## src/rtl/dmem_arbiter.sv

```systemverilog
// dmem_arbiter
// ------------
// Shares a single-port, combinational-read data memory between two
// requesters (port 0: core load/store unit, port 1: DMA/debug loader).
// After reset, and whenever clr_req pulses, a clear engine zeroes the
// memory one word per cycle before any requester is served.
//
// Optional feature macro: DMEM_ARB_BOUNDS_EN
//   defined   -> err0/err1 outputs exist; a granted access with
//                addr >= DEPTH is still granted, but it cannot write
//                memory or return read data. Instead err_x pulses on the
//                edge after the grant.
//   undefined -> no err ports; addresses are passed through unchanged.
//
// Ports
//   clk, rst                  clock, asynchronous active-low reset
//   clr_req                   one-cycle pulse, restarts the clear sweep
//   busy                      high while the clear sweep runs
//   reqN/weN/addrN/wdataN     requester N access (held until gntN)
//   gntN                      combinational grant for requester N
//   rvalidN/rdataN            registered read response, one cycle after gntN
//   errN                      (bounds option only) out-of-range pulse
//   mem_we/mem_addr/mem_wdata memory write enable, address, write data
//   mem_rdata                 memory read data (combinational from mem_addr)

module dmem_arbiter #(
  parameter int DEPTH  = 4000,
  parameter int ADDR_W = 32
) (
  input  logic              clk,
  input  logic              rst,
  input  logic              clr_req,
  output logic              busy,
  input  logic              req0,
  input  logic              we0,
  input  logic [ADDR_W-1:0] addr0,
  input  logic [31:0]       wdata0,
  output logic              gnt0,
  output logic              rvalid0,
  output logic [31:0]       rdata0,
  input  logic              req1,
  input  logic              we1,
  input  logic [ADDR_W-1:0] addr1,
  input  logic [31:0]       wdata1,
  output logic              gnt1,
  output logic              rvalid1,
  output logic [31:0]       rdata1,
`ifdef DMEM_ARB_BOUNDS_EN
  output logic              err0,
  output logic              err1,
`endif
  output logic              mem_we,
  output logic [ADDR_W-1:0] mem_addr,
  output logic [31:0]       mem_wdata,
  input  logic [31:0]       mem_rdata
);

  localparam int PTR_W = (DEPTH > 1) ? $clog2(DEPTH) : 1;
  localparam logic [PTR_W-1:0] LAST_PTR = PTR_W'(DEPTH - 1);

  typedef enum logic {
    CLEAR = 1'b0,
    ARB   = 1'b1
  } state_t;

  state_t            state_reg, state_next;
  logic [PTR_W-1:0]  clr_ptr_reg, clr_ptr_next;
  // Port that won the most recent grant; the other one wins a tie.
  logic              rr_last_reg, rr_last_next;

  // Per-port views of the requester inputs so both ports share one code path.
  logic [1:0]        req_v;
  logic [1:0]        we_v;
  logic [ADDR_W-1:0] addr_v [2];
  logic [31:0]       wdata_v [2];
  logic [1:0]        in_range;
  logic [1:0]        gnt_v;

  assign req_v      = {req1, req0};
  assign we_v       = {we1, we0};
  assign addr_v[0]  = addr0;
  assign addr_v[1]  = addr1;
  assign wdata_v[0] = wdata0;
  assign wdata_v[1] = wdata1;

  assign gnt0 = gnt_v[0];
  assign gnt1 = gnt_v[1];

  generate
    for (genvar gi = 0; gi < 2; gi++) begin : g_range
`ifdef DMEM_ARB_BOUNDS_EN
      assign in_range[gi] = (addr_v[gi] < ADDR_W'(DEPTH));
`else
      assign in_range[gi] = 1'b1;
`endif
    end
  endgenerate

  // State register
  always_ff @(posedge clk or negedge rst) begin
    if (!rst) begin
      state_reg   <= CLEAR;
      clr_ptr_reg <= '0;
      rr_last_reg <= 1'b1;
    end else begin
      state_reg   <= state_next;
      clr_ptr_reg <= clr_ptr_next;
      rr_last_reg <= rr_last_next;
    end
  end

  // Next state, grants and memory pin drive
  always_comb begin
    state_next   = state_reg;
    clr_ptr_next = clr_ptr_reg;
    rr_last_next = rr_last_reg;
    gnt_v        = 2'b00;
    busy         = 1'b0;
    mem_we       = 1'b0;
    mem_addr     = '0;
    mem_wdata    = '0;

    case (state_reg)
      CLEAR: begin
        busy     = 1'b1;
        mem_we   = 1'b1;
        mem_addr = ADDR_W'(clr_ptr_reg);
        if (clr_req) begin
          clr_ptr_next = '0;
        end else if (clr_ptr_reg == LAST_PTR) begin
          clr_ptr_next = '0;
          state_next   = ARB;
        end else begin
          clr_ptr_next = clr_ptr_reg + 1'b1;
        end
      end

      ARB: begin
        if (clr_req) begin
          // A clear request pre-empts every pending access this cycle.
          state_next   = CLEAR;
          clr_ptr_next = '0;
        end else begin
          gnt_v[0] = req_v[0] & (~req_v[1] | rr_last_reg);
          gnt_v[1] = req_v[1] & (~req_v[0] | ~rr_last_reg);
          if (gnt_v[0]) begin
            rr_last_next = 1'b0;
            mem_addr     = addr_v[0];
            mem_wdata    = wdata_v[0];
            mem_we       = we_v[0] & in_range[0];
          end else if (gnt_v[1]) begin
            rr_last_next = 1'b1;
            mem_addr     = addr_v[1];
            mem_wdata    = wdata_v[1];
            mem_we       = we_v[1] & in_range[1];
          end
        end
      end

      default: begin
        state_next   = CLEAR;
        clr_ptr_next = '0;
      end
    endcase
  end

  // Per-port registered read response (and error pulse when enabled).
  generate
    for (genvar gi = 0; gi < 2; gi++) begin : g_port
      logic        rvalid_reg;
      logic [31:0] rdata_reg;
      logic        rd_done;

      assign rd_done = gnt_v[gi] & ~we_v[gi] & in_range[gi];

      always_ff @(posedge clk or negedge rst) begin
        if (!rst) begin
          rvalid_reg <= 1'b0;
          rdata_reg  <= '0;
        end else begin
          rvalid_reg <= rd_done;
          // rdata only moves on a completed read, so it holds between reads.
          if (rd_done) begin
            rdata_reg <= mem_rdata;
          end
        end
      end

`ifdef DMEM_ARB_BOUNDS_EN
      logic err_reg;
      always_ff @(posedge clk or negedge rst) begin
        if (!rst) begin
          err_reg <= 1'b0;
        end else begin
          err_reg <= gnt_v[gi] & ~in_range[gi];
        end
      end
`endif
    end
  endgenerate

  assign rvalid0 = g_port[0].rvalid_reg;
  assign rdata0  = g_port[0].rdata_reg;
  assign rvalid1 = g_port[1].rvalid_reg;
  assign rdata1  = g_port[1].rdata_reg;
`ifdef DMEM_ARB_BOUNDS_EN
  assign err0 = g_port[0].err_reg;
  assign err1 = g_port[1].err_reg;
`endif

endmodule

```

## config.mk

```make
export PLATFORM = sky130hd
export DESIGN_NAME = dmem_arbiter
export DESIGN_NICKNAME = d
export VERILOG_FILES = /design/src/rtl/dmem_arbiter.sv
export SDC_FILE = /design/constraint.sdc
export NUM_CORES = 1
export LEC_CHECK = 0
export BUFFER_PORTS_ARGS = -buffer_cell sky130_fd_sc_hd__buf_2
export CORE_ASPECT_RATIO = 0.5
export CORE_MARGIN = 4
export CORE_UTILIZATION = 44
export DETAILED_ROUTE_END_ITERATION = 6
export PLACE_DENSITY = 0.86
export SYNTH_ARGS = -nofsm -noshare
export SYNTH_HDL_FRONTEND = slang
export SYNTH_SLANG_ARGS = --single-unit
```

## constraint.sdc

```tcl
create_clock -name clk -period 2.8 [get_ports clk]
set_input_delay 0.7 -clock clk [delete_from_list [all_inputs] [get_ports clk]]
set_output_delay 0.7 -clock clk [all_outputs]
set_load 0.02 [all_outputs]
```

[After elaboration in Yosys (flattened, before gate mapping)]
Index checks and enable logic that the tools add are counted.
Storage, ports and cells
  register bits: 80
  word-level logic and storage cells: 50
  output and inout port bits: 134
  input port bits: 167
Operators by class
  add/subtract/negate cells: 1
  reductions and logical operators: 2
  muxes and demuxes: 25
  eq/ne operators: 2
  bitwise gates (word level): 13
Operators with widths (number)
  2-to-1 mux 32 bit: 7
  case mux 32 bit (2 select lines): 1
  2-to-1 mux 12 bit: 3
  case mux 12 bit (2 select lines): 1
  adder 12 x 1 -> 12 bit (second input constant): 1
  == test 12 bit (second input constant): 1
  2-to-1 mux 1 bit: 9
  inverter 1 bit: 7
  bitwise AND 1 bit: 4
  2-to-1 mux 2 bit: 2
  case mux 1 bit (2 select lines): 2
  AND reduction 3 bit: 1
  != test 2 bit (second input constant): 1
  bitwise OR 1 bit: 2
  nonzero test 2 bit: 1

[Longest topological paths before layout]
Gate-level depths: netlist (run 1).
  depth after elaboration: 7
  depth in mapped cells: 7
  gate-level depth less buffers: 5

[Least setup slack after synthesis (run 1)]
No wires, ideal clock.
  path kind: in2out
  start point: input port req1
  end point: output port mem_addr[23]
  setup slack: 302 ps
  data arrival time: 1798 ps
  buffers on the path: 1
  cell stages on the path: 4
  required time: 2100 ps
  path through: a21boi_0 -> and2_1 -> clkbuf_1 -> a22o_1
On the way
  cells in the longest elaborated chain, start to end: 6
  elaborated cells on any way between the ends: 8
  classes of those cells: mux: 4; bitwise: 4
RTL lines
  start, declared: line 41  | input logic req1,
  inverter 1 bit: line 144  | gnt_v[0] = req_v[0] & (~req_v[1] | rr_last_reg);
  bitwise OR 1 bit: line 144
  bitwise AND 1 bit: line 144
  2-to-1 mux 32 bit *: line 146  | if (gnt_v[0]) begin
  2-to-1 mux 32 bit *: line 139  | if (clr_req) begin
  case mux 32 bit (2 select lines) *: line 123  | case (state_reg)
  end, declared: line 53  | output logic [ADDR_W-1:0] mem_addr,
Mark *: on every way between the ends. The rest lies on a longest branch, timed or not.

[Worst setup path in the final report (run 1)]
  start point: input port clr_req
  end point: output port mem_wdata[23]
On the way
  cells in the longest elaborated chain, start to end: 2
RTL lines
  start, declared: line 32  | input logic clr_req,
  2-to-1 mux 32 bit: line 139
  2-to-1 mux 32 bit: line 123
  end, declared: line 54  | output logic [31:0] mem_wdata,
No other way between the ends.

==> summary.md, run 1 <==
| Metric | Value |
|---|---|
| Gp weighted congestion | 0.9887 |
| Fillers | 700 |
| Worst flop-to-flop path startpoint | state_reg |
| Count of buffers inserted at the top-level ports | 300 |
| Detailed placer's ending HPWL | 10.78 mm |
| Class of the tightest hold or removal check | in2async |
| Vias after detailed routing | 3961 |
| Bufs on Longest Clock Path | 2 |
| Kind of critical path | in2out |
| Net count reported at finish | 791 |
| Total CTS buffers | 9 |
| Most common library cell in the layout ignoring fill and taps | buf_2 |
| Total of warnings raised by yosys | 0 |
| Worst Path Arrival | 1.98 ns |
| Clock sink count | 80 |
| CTS tree | built |
| Total I/O pin count | 301 |
| Post-layout util | 68.32% |
| Global-route wire length before repair | 20.91 mm |
| Highest net fanout along the worst path | 48 |
| Ys flop type | dfrtp_1 |
| Overall die area | 10970 um^2 |
| H-Tree Depth | 3 |
| Register area share after synthesis | 49.08% |
| Slew margin rel. | 71.39% |
| Most used cells in the layout excluding fill and tap cells | buf_2 (299), dfrtp_1 (79), a22o_1 (53) |
| Master cell of the clock root buffer | clkbuf_16 |
| Detailed router's first-iteration violation count | 266 |
| Average wire length per cell after detail routing | 18.39 um |
| Worst Clk Skew | 0.005470 ns |
| Number of standard cells after synthesis | 325 |
| Nature of the critical path endpoint | output port |
| Power per cell area | 442.2 nW/um^2 |
| Run status | completed |
| Max-Cap Viols | 0 |
| Number of placement rows | 24 |
| Placeable core region | 8859 um^2 |
| Clock transition at the registers of the reported paths | 0.06 ns |
| Post-synthesis cell area | 4081 um^2 |
| WL final | 13.70 mm |
| First-pass iteration count of the detailed router | 4 |
| Avg Vias per Cell | 5.317 |
| Worst IR drop on VDD | 0.4114 mV |
| Starting Density | 46.07% |
| Count of final hold-check violations | 0 |
| Endpoints failing setup | 0 |
| Peak clock frequency supported by timing | 0.3737 GHz |
| Leakage power of the design | 3.555 nW |
| Insertion delay of the later-clocked pin in the worst-skew pair | 0.33 ns |
| Remaining design rule violation count | 0 |
| Final Cycle Share | 95.57% |
| Final worst path period need | 2.676 ns |
| #FFs+latches synth | 80 |
| Via count of the first global-routing pass | 3918 |
| Die width | 144.2 um |
| Die outline height | 76.11 um |
| Count of flip-flops with a built-in enable after synthesis | 0 |
| Required time at the endpoint of the critical path | 2.10 ns |
| Final-report max-slew violation count | 0 |
| Share of post-route cells with drive strength above 1 | 64.33% |
| RSZ-0062 raised after global routing | no |
| Ys async rst share | 100.0% |
| Area added between synthesis and finish | 48.28% |
| Diode count | 0 |
| Overflow left after global routing | 0 |
| Startpoint class of the critical path | input pin |
| Maximum number of pins on one net before global-route repair | 49 |
| Mapped Nets | 493 |
| Final setup TNS | 0 ns |
| Worst Tran Pin Value | 0.4258 ns |
| Antenna-violating nets left | 0 |
| Number of antenna violations at the first check in global routing | 1 |
| Average instance area after synthesis | 12.56 um^2 |
| Post-synthesis cell type count | 43 |
| Startpoint of the worst setup timing path | clr_req |
| Total track usage | 24.05% |
-- worst paths after layout --
kind                       slack [ns]       endpoint  cells after the start
setup / recovery                 0.12  mem_wdata[23]                      7
hold / removal                   0.30     rdata0[24]                      1
setup reg to reg                 0.77      rdata1[3]                      6
hold reg to reg                  0.50      rdata1[8]                      1
max in group asynchronous        1.86    rr_last_reg                      2
min in group clk                 0.50      rdata1[8]                      1
-- cell families after synthesis --
logic type | Yosys count | share of synthesized area (%)
compound gates | 99 | 19.28
xor+xnor | 1 | 0.2146
fa+ha+maj | 1 | 0.3065
buf+inv | 40 | 4.905
flops | 80 | 49.08
mux | 65 | 20.60
simple gates | 39 | 5.610
-- critical path: stages --
cell and delay (ns):
buf_2 0.12, nor2b_4 0.19, and2_2 0.20, buf_12 0.21, buf_4 0.21, a22o_1 0.15
buf_2 0.16
-- area by class of cell --
cell class	instances	area [um^2]	share of cell area, %
Clock buffer	10	239.0	3.949
Clock inverter	6	68.82	1.137
Inverter	14	52.55	0.8683
Multi-Input combinational cell	205	1891	31.24
Sequential cell	80	2003	33.10
Tap cell	117	146.4	2.419
Timing Repair Buffer	313	1652	27.29
-- what timing repair did --
action | CTS | global route
hold buffers | 0 | 0
buffers inserted | 0 | 0
resized for setup | 0 | 1
endpoints found under the setup margin | 0 | 12
-- synth_stat cells (all sizes together) (2+ instances only) --
| cell | instances | area share (%) |
|---|---|---|
| dfrtp | 79 | 48 |
| mux2 | 65 | 21 |
| a22o | 53 | 11 |
| buf | 19 | 3.0 |
| o21ai | 15 | 1.8 |
| inv | 14 | 1.3 |
| a22oi | 10 | 1.8 |
| clkbuf | 7 | 0.64 |
| nand3 | 6 | 0.74 |
| a21oi | 5 | 0.61 |
| nand2 | 5 | 0.46 |
| nor2 | 5 | 0.46 |
| nor2b | 5 | 0.95 |
| nand2b | 3 | 0.46 |
| nand4 | 3 | 0.46 |
| nor3 | 3 | 0.37 |
| nor4 | 3 | 0.61 |
| a211oi | 2 | 0.37 |
| a21o | 2 | 0.37 |
| a221o | 2 | 0.49 |
| or3 | 2 | 0.31 |
-- per-layer routing --
| layer | vias to the layer above | track usage, % | wire length (um) |
|---|---|---|---|
| met5 | - | 0 | 13 |
| met4 | 2 | 4.749 | 108 |
| met3 | 13 | 7.461 | 1113 |
| met2 | 176 | 42.39 | 6981 |
| met1 | 1940 | 29.11 | 5479 |
| li1 | 1830 | - | - |
-- through the flow --
step / setup WS (ns) / power (W) / std cells / area, um^2 / hold WS, ns
6_report: 0.1240 / 0.002676 / 745 / 6052 / 0.3014
5_1_grt: 0.008521 / 0.002796 / 745 / 6052 / 0.3232
4_1_cts: 0.09868 / 0.002704 / 745 / 6052 / 0.3043
3_5_place_dp: 0.09871 / 0.001520 / 729 / 5744 / 0.4884
3_3_place_gp: 0.1721 / 0.001511 / 729 / 5744 / 0.4752
2_1_floorplan: 0.3019 / 0.001320 / 325 / 4081 / 0.4044
-- report_power, final --
part | leakage (nW) | internal, W | switching (W)
Clock | 0.149 | 0.000717 | 0.000460
Combinational | 2.31 | 0.000145 | 0.000144
Sequential | 1.10 | 0.00119 | 0.0000201
Total | 3.56 | 0.00205 | 0.000624
No activity file was read; power rests on OpenSTA's default activity.
==> run 2: changes to the inputs <==
- RECOVER_POWER: default -> 25
==> summary.md, run 2 (synthesis gave the netlist of run 1 again) <==
| Metric | Value |
|---|---|
| Global-route wire length before repair | 20.91 mm (unchanged) |
| Register share of total power | 45.2% (about the same) |
| Average wire length per cell after detail routing | 18.36 um (-0.11%) |
| Net switching component of the power | 0.0006277 W (+0.55%) |
| Worst IR drop on VDD | 0.4112 mV (about the same) |
| Count of final hold-check violations | 0 (unchanged) |
| Number of standard cells in the final layout excluding fillers | 746 (+0.13%) |
| Register cell area after layout | 2003 um^2 (unchanged) |
| Worst Tran Pin Value | 1.616 ns (+1.190 ns) |
| Internal power summed over all cells | 0.002050 W (-0.13%) |
| Area added between synthesis and finish | 47.95% |
| Power per cell area | 443.4 nW/um^2 (+0.26%) |
| Number of placement rows | 24 (unchanged) |
| Count of buffers inserted at the top-level ports | 300 (unchanged) |
| Number of cells traversed by the worst register-to-register path | 6 (unchanged) |
| Depth of the worst hold-timing path | 1 |
| Detailed placer's ending HPWL | 10.78 mm (unchanged) |
| Required time at the endpoint of the critical path | 2.10 ns (about the same) |
| Placed instance count | 729 (unchanged) |
| Max-Cap Viols | 1 (+1) |
| Final-report max-slew violation count | 34 (+34) |
| Net count reported at finish | 791 (unchanged) |
| Gp weighted congestion | 0.9887 (unchanged) |
| Via count of the first global-routing pass | 3918 (unchanged) |
| Final worst path period need | 2.693 ns (+0.01725 ns) |
| Placeable core region | 8859 um^2 (unchanged) |
| Total CTS buffers | 9 (unchanged) |
| Overflow left after global routing | 0 (unchanged) |
| Leakage power of the design | 3.547 nW (-0.24%) |
| Antenna-violating nets left | 0 (unchanged) |
| Capture instance of the worst register-to-register path | rdata1[3] |
| Number of antenna violations at the first check in global routing | 1 (unchanged) |
| Nature of the critical path endpoint | output port |
| Area of all placed cells without fillers | 6038 um^2 (-0.23%) |
| Share of post-route cells with drive strength above 1 | 64.17% (-0.16 points) |
| Peak clock frequency supported by timing | 0.3713 GHz (-0.64%) |
| Dpl cell area | 5744 um^2 (unchanged) |
| Worst setup path end | mem_wdata[23] |
| First-pass iteration count of the detailed router | 4 (unchanged) |
| Most common library cell in the layout ignoring fill and taps | buf_2 |
| Hold Slack | 0.4990 ns (+0.1976 ns) |
| CTS tree | built |
| Total I/O pin count | 301 (unchanged) |
| Overall die area | 10970 um^2 (unchanged) |
| WL final | 13.70 mm (about the same) |
| Worst Clk Skew | 0.004554 ns (-0.0009161 ns) |
| Post-CTS Setup Repair Bufs | 0 (unchanged) |
| Run status | finished with violations |
| Endpoints failing setup | 0 (unchanged) |
| Clock sink count | 80 (unchanged) |
| Maximum number of pins on one net before global-route repair | 49 (unchanged) |
| Kind of critical path | in2out |
| Cts hold-fix bufs | 0 (unchanged) |
| Avg Vias per Cell | 5.303 (-0.26%) |
| Fillers | 702 (+0.29%) |
| H-Tree Depth | 3 (unchanged) |
| Die outline height | 76.11 um (unchanged) |
| Highest net fanout along the worst path | 48 (unchanged) |
| Remaining design rule violation count | 0 (unchanged) |
| Slew margin rel. | -7.708% (-79 points) |
| Violated checks | capacitance limit, slew limit |
| Starting Density | 46.07% (unchanged) |
| Bufs on Longest Clock Path | 2 (unchanged) |
| Total track usage | 24.05% (unchanged) |
| Multi-input gate area | 1891 um^2 (unchanged) |
| Insertion delay of the later-clocked pin in the worst-skew pair | 0.33 ns (about the same) |
| Class of the tightest hold or removal check | reg2reg |
| Die width | 144.2 um (unchanged) |
| Detailed router's first-iteration violation count | 285 (+7.1%) |
| RSZ-0062 raised after global routing | no |
| Worst reg2reg setup slack | 0.76 ns (about the same) |
| Vias after detailed routing | 3956 (-0.13%) |
| Final Cycle Share | 96.19% (+0.62 points) |
| Worst flop-to-flop path startpoint | state_reg |
| Startpoint class of the critical path | input pin |
| Fraction of power spent switching nets | 23.45% (+0.12 points) |
| Startpoint of the worst setup timing path | clr_req |
| Most used cells in the layout excluding fill and tap cells | buf_2 (299), dfrtp_1 (79), a22o_1 (53) |
| Proportion of power drawn by the clock network | 44.1% (about the same) |
| Clock transition at the registers of the reported paths | 0.06 ns (about the same) |
| Worst Path Arrival | 1.99 ns (about the same) |
| Proportion of power drawn by combinational gates | 10.7% (about the same) |
| Final setup TNS | 0 ns (unchanged) |
| Master cell of the clock root buffer | clkbuf_16 |
-- run 2: cell count changes in the layout (fill, tap and decap cells not counted), sizes merged --
cell    delta
buf        -2
clkbuf     +2
diode      +1
-- run 2: worst min-delay path by stage --
| stage | start | endpoint | slack [ns] |
|---|---|---|---|
| 2_1_floorplan | rst | clr_ptr_reg[0] | 0.40 |
| 3_3_place_gp | rr_last_reg | rr_last_reg | 0.48 |
| 3_5_place_dp | rdata0[0] | rdata0[0] | 0.49 |
| 4_1_cts | rst | rdata0[24] | 0.30 |
| 5_1_grt | rdata0[2] | rdata0[2] | 0.51 |
| 6_report | rdata1[8] | rdata1[8] | 0.50 |
-- run 2: final cells by class --
| class | count | share of cell area, % |
|---|---|---|
| well taps | 117 | 2.424 |
| multi-input cells | 205 | 31.31 |
| flip-flops and latches | 80 | 33.17 |
| clock buffers | 10 | 3.958 |
| diodes | 1 | 0.04144 |
| inverters | 14 | 0.8703 |
| repair buffers | 313 | 27.08 |
| clock inverters | 6 | 1.140 |
-- run 2: per-layer routing --
metal,routed length [um],global-route usage [%],vias to the layer above,share of wire (%)
met3,1079,7.461,9,7.9
met1,5527,29.11,1950,40
met5,13,0,-,0.095
met2,6994,42.39,162,51
met4,85,4.749,2,0.62
li1,-,-,1833,-
-- run 2: stage by stage --
step | worst slack, ns | total power, W | util (%)
2_1_floorplan | 0.3019 | 0.001320 | -
3_3_place_gp | 0.1721 | 0.001511 | 64.84
3_5_place_dp | 0.09871 | 0.001520 | 64.84
4_1_cts | 0.09868 | 0.002704 | 68.32
5_1_grt | 0.008521 | 0.002793 | 68.14
6_report | 0.1067 | 0.002677 | 68.16
-- run 2: repair_timing --
action | CTS | global route
gates resized for setup | 0 | 1
endpoints found under the hold margin | 0 | 0
endpoints found under the setup margin | 0 | 12
-- run 2: power by group through the flow --
stage	logic [W]	clock network [W]	registers [W]
4_1_cts	0.000291	0.00120	0.00121
2_1_floorplan	0.0000578	0	0.00126
3_5_place_dp	0.000290	0	0.00123
3_3_place_gp	0.000283	0	0.00123
5_1_grt	0.000311	0.00127	0.00121
6_report	0.000286	0.00118	0.00121
-- run 2: critical path, cell delays in order --
cell,delay (ns)
buf_2,0.12
nor2b_4,0.20
and2_2,0.20
buf_12,0.22
buf_4,0.21
a22o_1,0.15
buf_2,0.16
==> run 3: changes to the inputs <==
- CORE_AREA: default -> 2 2 115 117
- CORE_ASPECT_RATIO: 0.5 -> default
- CORE_MARGIN: 4 -> default
- CORE_UTILIZATION: 44 -> default
- DIE_AREA: default -> 0 0 117 119
- HOLD_SLACK_MARGIN: default -> 0.08
- PLACE_DENSITY: 0.86 -> 0.66
==> summary.md, run 3 (synthesis gave the netlist of run 1 again) <==
| Metric | Value |
|---|---|
| Run status | completed |
| Worst IR drop on VDD | 0.3756 mV (-8.7%) |
| Startpoint class of the critical path | input pin |
| Overflow left after global routing | 0 (unchanged) |
| Post-Place Setup Slack | 0.1098 ns (+0.01114 ns) |
| Max stage delay cell, worst path | buf_4 |
| Register cell area after layout | 2003 um^2 (unchanged) |
| Most used cells in the layout excluding fill and tap cells | buf_2 (299), dfrtp_1 (79), a22o_1 (53) |
| Number of cells traversed by the worst register-to-register path | 6 (unchanged) |
| Dpl cell area | 5803 um^2 (+1.0%) |
| Final setup TNS | 0 ns (unchanged) |
| Total CTS buffers | 9 (unchanged) |
| Avg Vias per Cell | 4.967 (-6.3%) |
| Die width | 117 um (-19%) |
| Vias after detailed routing | 4013 (+1.4%) |
| Worst Path Arrival | 1.99 ns (about the same) |
| Final Cycle Share | 95.97% (-0.22 points) |
| Most common library cell in the layout ignoring fill and taps | buf_2 |
| Worst Tran Pin Value | 1.146 ns (-0.4700 ns) |
| Minimum setup slack in the final design | 0.1129 ns (+0.006162 ns) |
| Leakage power of the design | 3.547 nW (about the same) |
| Final-report max-slew violation count | 0 (-100%) |
| Total I/O pin count | 301 (unchanged) |
| Max-Cap Viols | 0 (-1) |
| Nature of the critical path endpoint | output port |
| Area added between synthesis and finish | 50.52% |
| Power per cell area | 454.8 nW/um^2 (+2.6%) |
| H-Tree Depth | 3 (unchanged) |
| Bufs on Longest Clock Path | 2 (unchanged) |
| Startpoint of the tightest hold check path | rr_last_reg |
| Highest net fanout along the worst path | 24 (-50%) |
| Insertion delay of the later-clocked pin in the worst-skew pair | 0.34 ns (about the same) |
| Multi-input gate area | 1891 um^2 (unchanged) |
| Worst reg2reg setup slack | 0.66 ns (-0.10 ns) |
| Gp weighted congestion | 0.8532 (-14%) |
| Net count reported at finish | 789 (-0.25%) |
| Share of post-route cells with drive strength above 1 | 63.74% (-0.43 points) |
| Via count of the first global-routing pass | 3847 (-1.8%) |
| Final worst path period need | 2.687 ns (-0.006162 ns) |
| CTS tree | built |
| Maximum number of pins on one net before global-route repair | 45 (-8.2%) |
| Depth of the worst hold-timing path | 2 (+1) |
| First-pass iteration count of the detailed router | 5 (+1) |
| Total track usage | 20.06% (-4.0 points) |
| Overall die area | 13920 um^2 (+27%) |
| Critical path cell sequence | buf_2 -> nor2b_4 -> and3_2 -> buf_4 -> a22o_1 -> buf_2 |
| Remaining design rule violation count | 0 (unchanged) |
| Area of all placed cells without fillers | 6143 um^2 (+1.7%) |
| Master cell of the clock root buffer | clkbuf_16 |
| Number of antenna violations at the first check in global routing | 10 (+9) |
| Peak clock frequency supported by timing | 0.3721 GHz (+0.23%) |
| Number of placement rows | 42 (+75%) |
| Slew margin rel. | 23.63% (+31 points) |
| Placeable core region | 12870 um^2 (+45%) |
| Clock transition at the registers of the reported paths | 0.06 ns (about the same) |
| Capture instance of the worst register-to-register path | rdata0[19] |
| Worst flop-to-flop path startpoint | rr_last_reg |
| Global-route wire length before repair | 20.70 mm (-0.99%) |
| Required time at the endpoint of the critical path | 2.10 ns (about the same) |
| Detailed placer's ending HPWL | 11.81 mm (+9.6%) |
| Endpoint, Worst Hold | rr_last_reg |
| Critical path's top delay family | buffers and inverters |
| Clock sink count | 80 (unchanged) |
| Average wire length per cell after detail routing | 18.06 um (-1.7%) |
| RSZ-0062 raised after global routing | no |
| Detailed router's first-iteration violation count | 189 (-34%) |
| Die outline height | 119 um (+56%) |
| Overall power consumption | 0.002794 W (+4.4%) |
| Antenna-violating nets left | 0 (unchanged) |
| Buffer and inverter count on the worst path | 3 (-1) |
| Endpoints failing setup | 0 (unchanged) |
| Worst path most repeated cell | buf_2 |
| Largest stage delay on the critical path | 0.28 ns (+0.06 ns) |
| Kind of critical path | in2out |
| Count of buffers inserted at the top-level ports | 300 (unchanged) |
| Starting Density | 31.70% (-14 points) |
| Class of the tightest hold or removal check | reg2reg |
| Fillers | 1152 (+64%) |
| Worst Clk Skew | 0.01069 ns (+0.006141 ns) |
| Count of final hold-check violations | 0 (unchanged) |
| WL final | 14.59 mm (+6.5%) |
## run 3: how the worst max path moves through the flow
stage            start             to  slack, ns  depth (start not counted)
2_1_floorplan     req1   mem_addr[23]       0.30                          4
3_3_place_gp   clr_req  mem_wdata[30]       0.12                          6
5_1_grt           req0   mem_addr[10]       0.01                          7
4_1_cts        clr_req  mem_wdata[30]       0.11                          6
3_5_place_dp   clr_req  mem_wdata[30]       0.11                          6
6_report       clr_req  mem_wdata[30]       0.11                          6
## run 3: layout make-up
class | count | area share [%]
Inverter | 14 | 0.8554
Timing Repair Buffer | 311 | 26.54
Sequential cell | 80 | 32.61
Tap cell | 176 | 3.585
Clock buffer | 11 | 3.951
Clock inverter | 5 | 1.446
Multi-Input combinational cell | 205 | 30.77
Antenna cell | 6 | 0.2444
## run 3: tightest hold or removal path, cell delays in order, from the launching register on
cell      delay, ns
dfstp_2        0.37
inv_1          0.04
o21bai_1       0.07
## run 3: repair_timing
item	CTS	global route
buffers inserted	0	0
hold buffers	0	0
gates resized for setup	0	1
setup endpoints to repair	0	1
## run 3: per-stage QoR
step / utilization [%] / hold slack (ns) / std cells
global placement: 45.07 / 0.4832 / 786
finish: 47.72 / 0.4984 / 808
global route: 47.62 / 0.5126 / 803
floorplan: - / 0.4044 / 325
detailed placement: 45.07 / 0.4810 / 786
CTS: 47.65 / 0.3586 / 802
## run 3: metal layers
metal  share of wire, %  GRT usage (%)  up-vias
met5               0.35              0        -
met4                1.1          6.103        8
met3                 12          7.735       22
met2                 48          32.37      227
met1                 39          24.74     1925
li1                   -              -     1831
## run 3: where the power goes
part	internal, W	total [W]	switching (W)
clock	0.000815	0.00129	0.000478
sequential	0.00119	0.00121	0.0000206
combinational	0.000143	0.000291	0.000149
total	0.00215	0.00279	0.000647
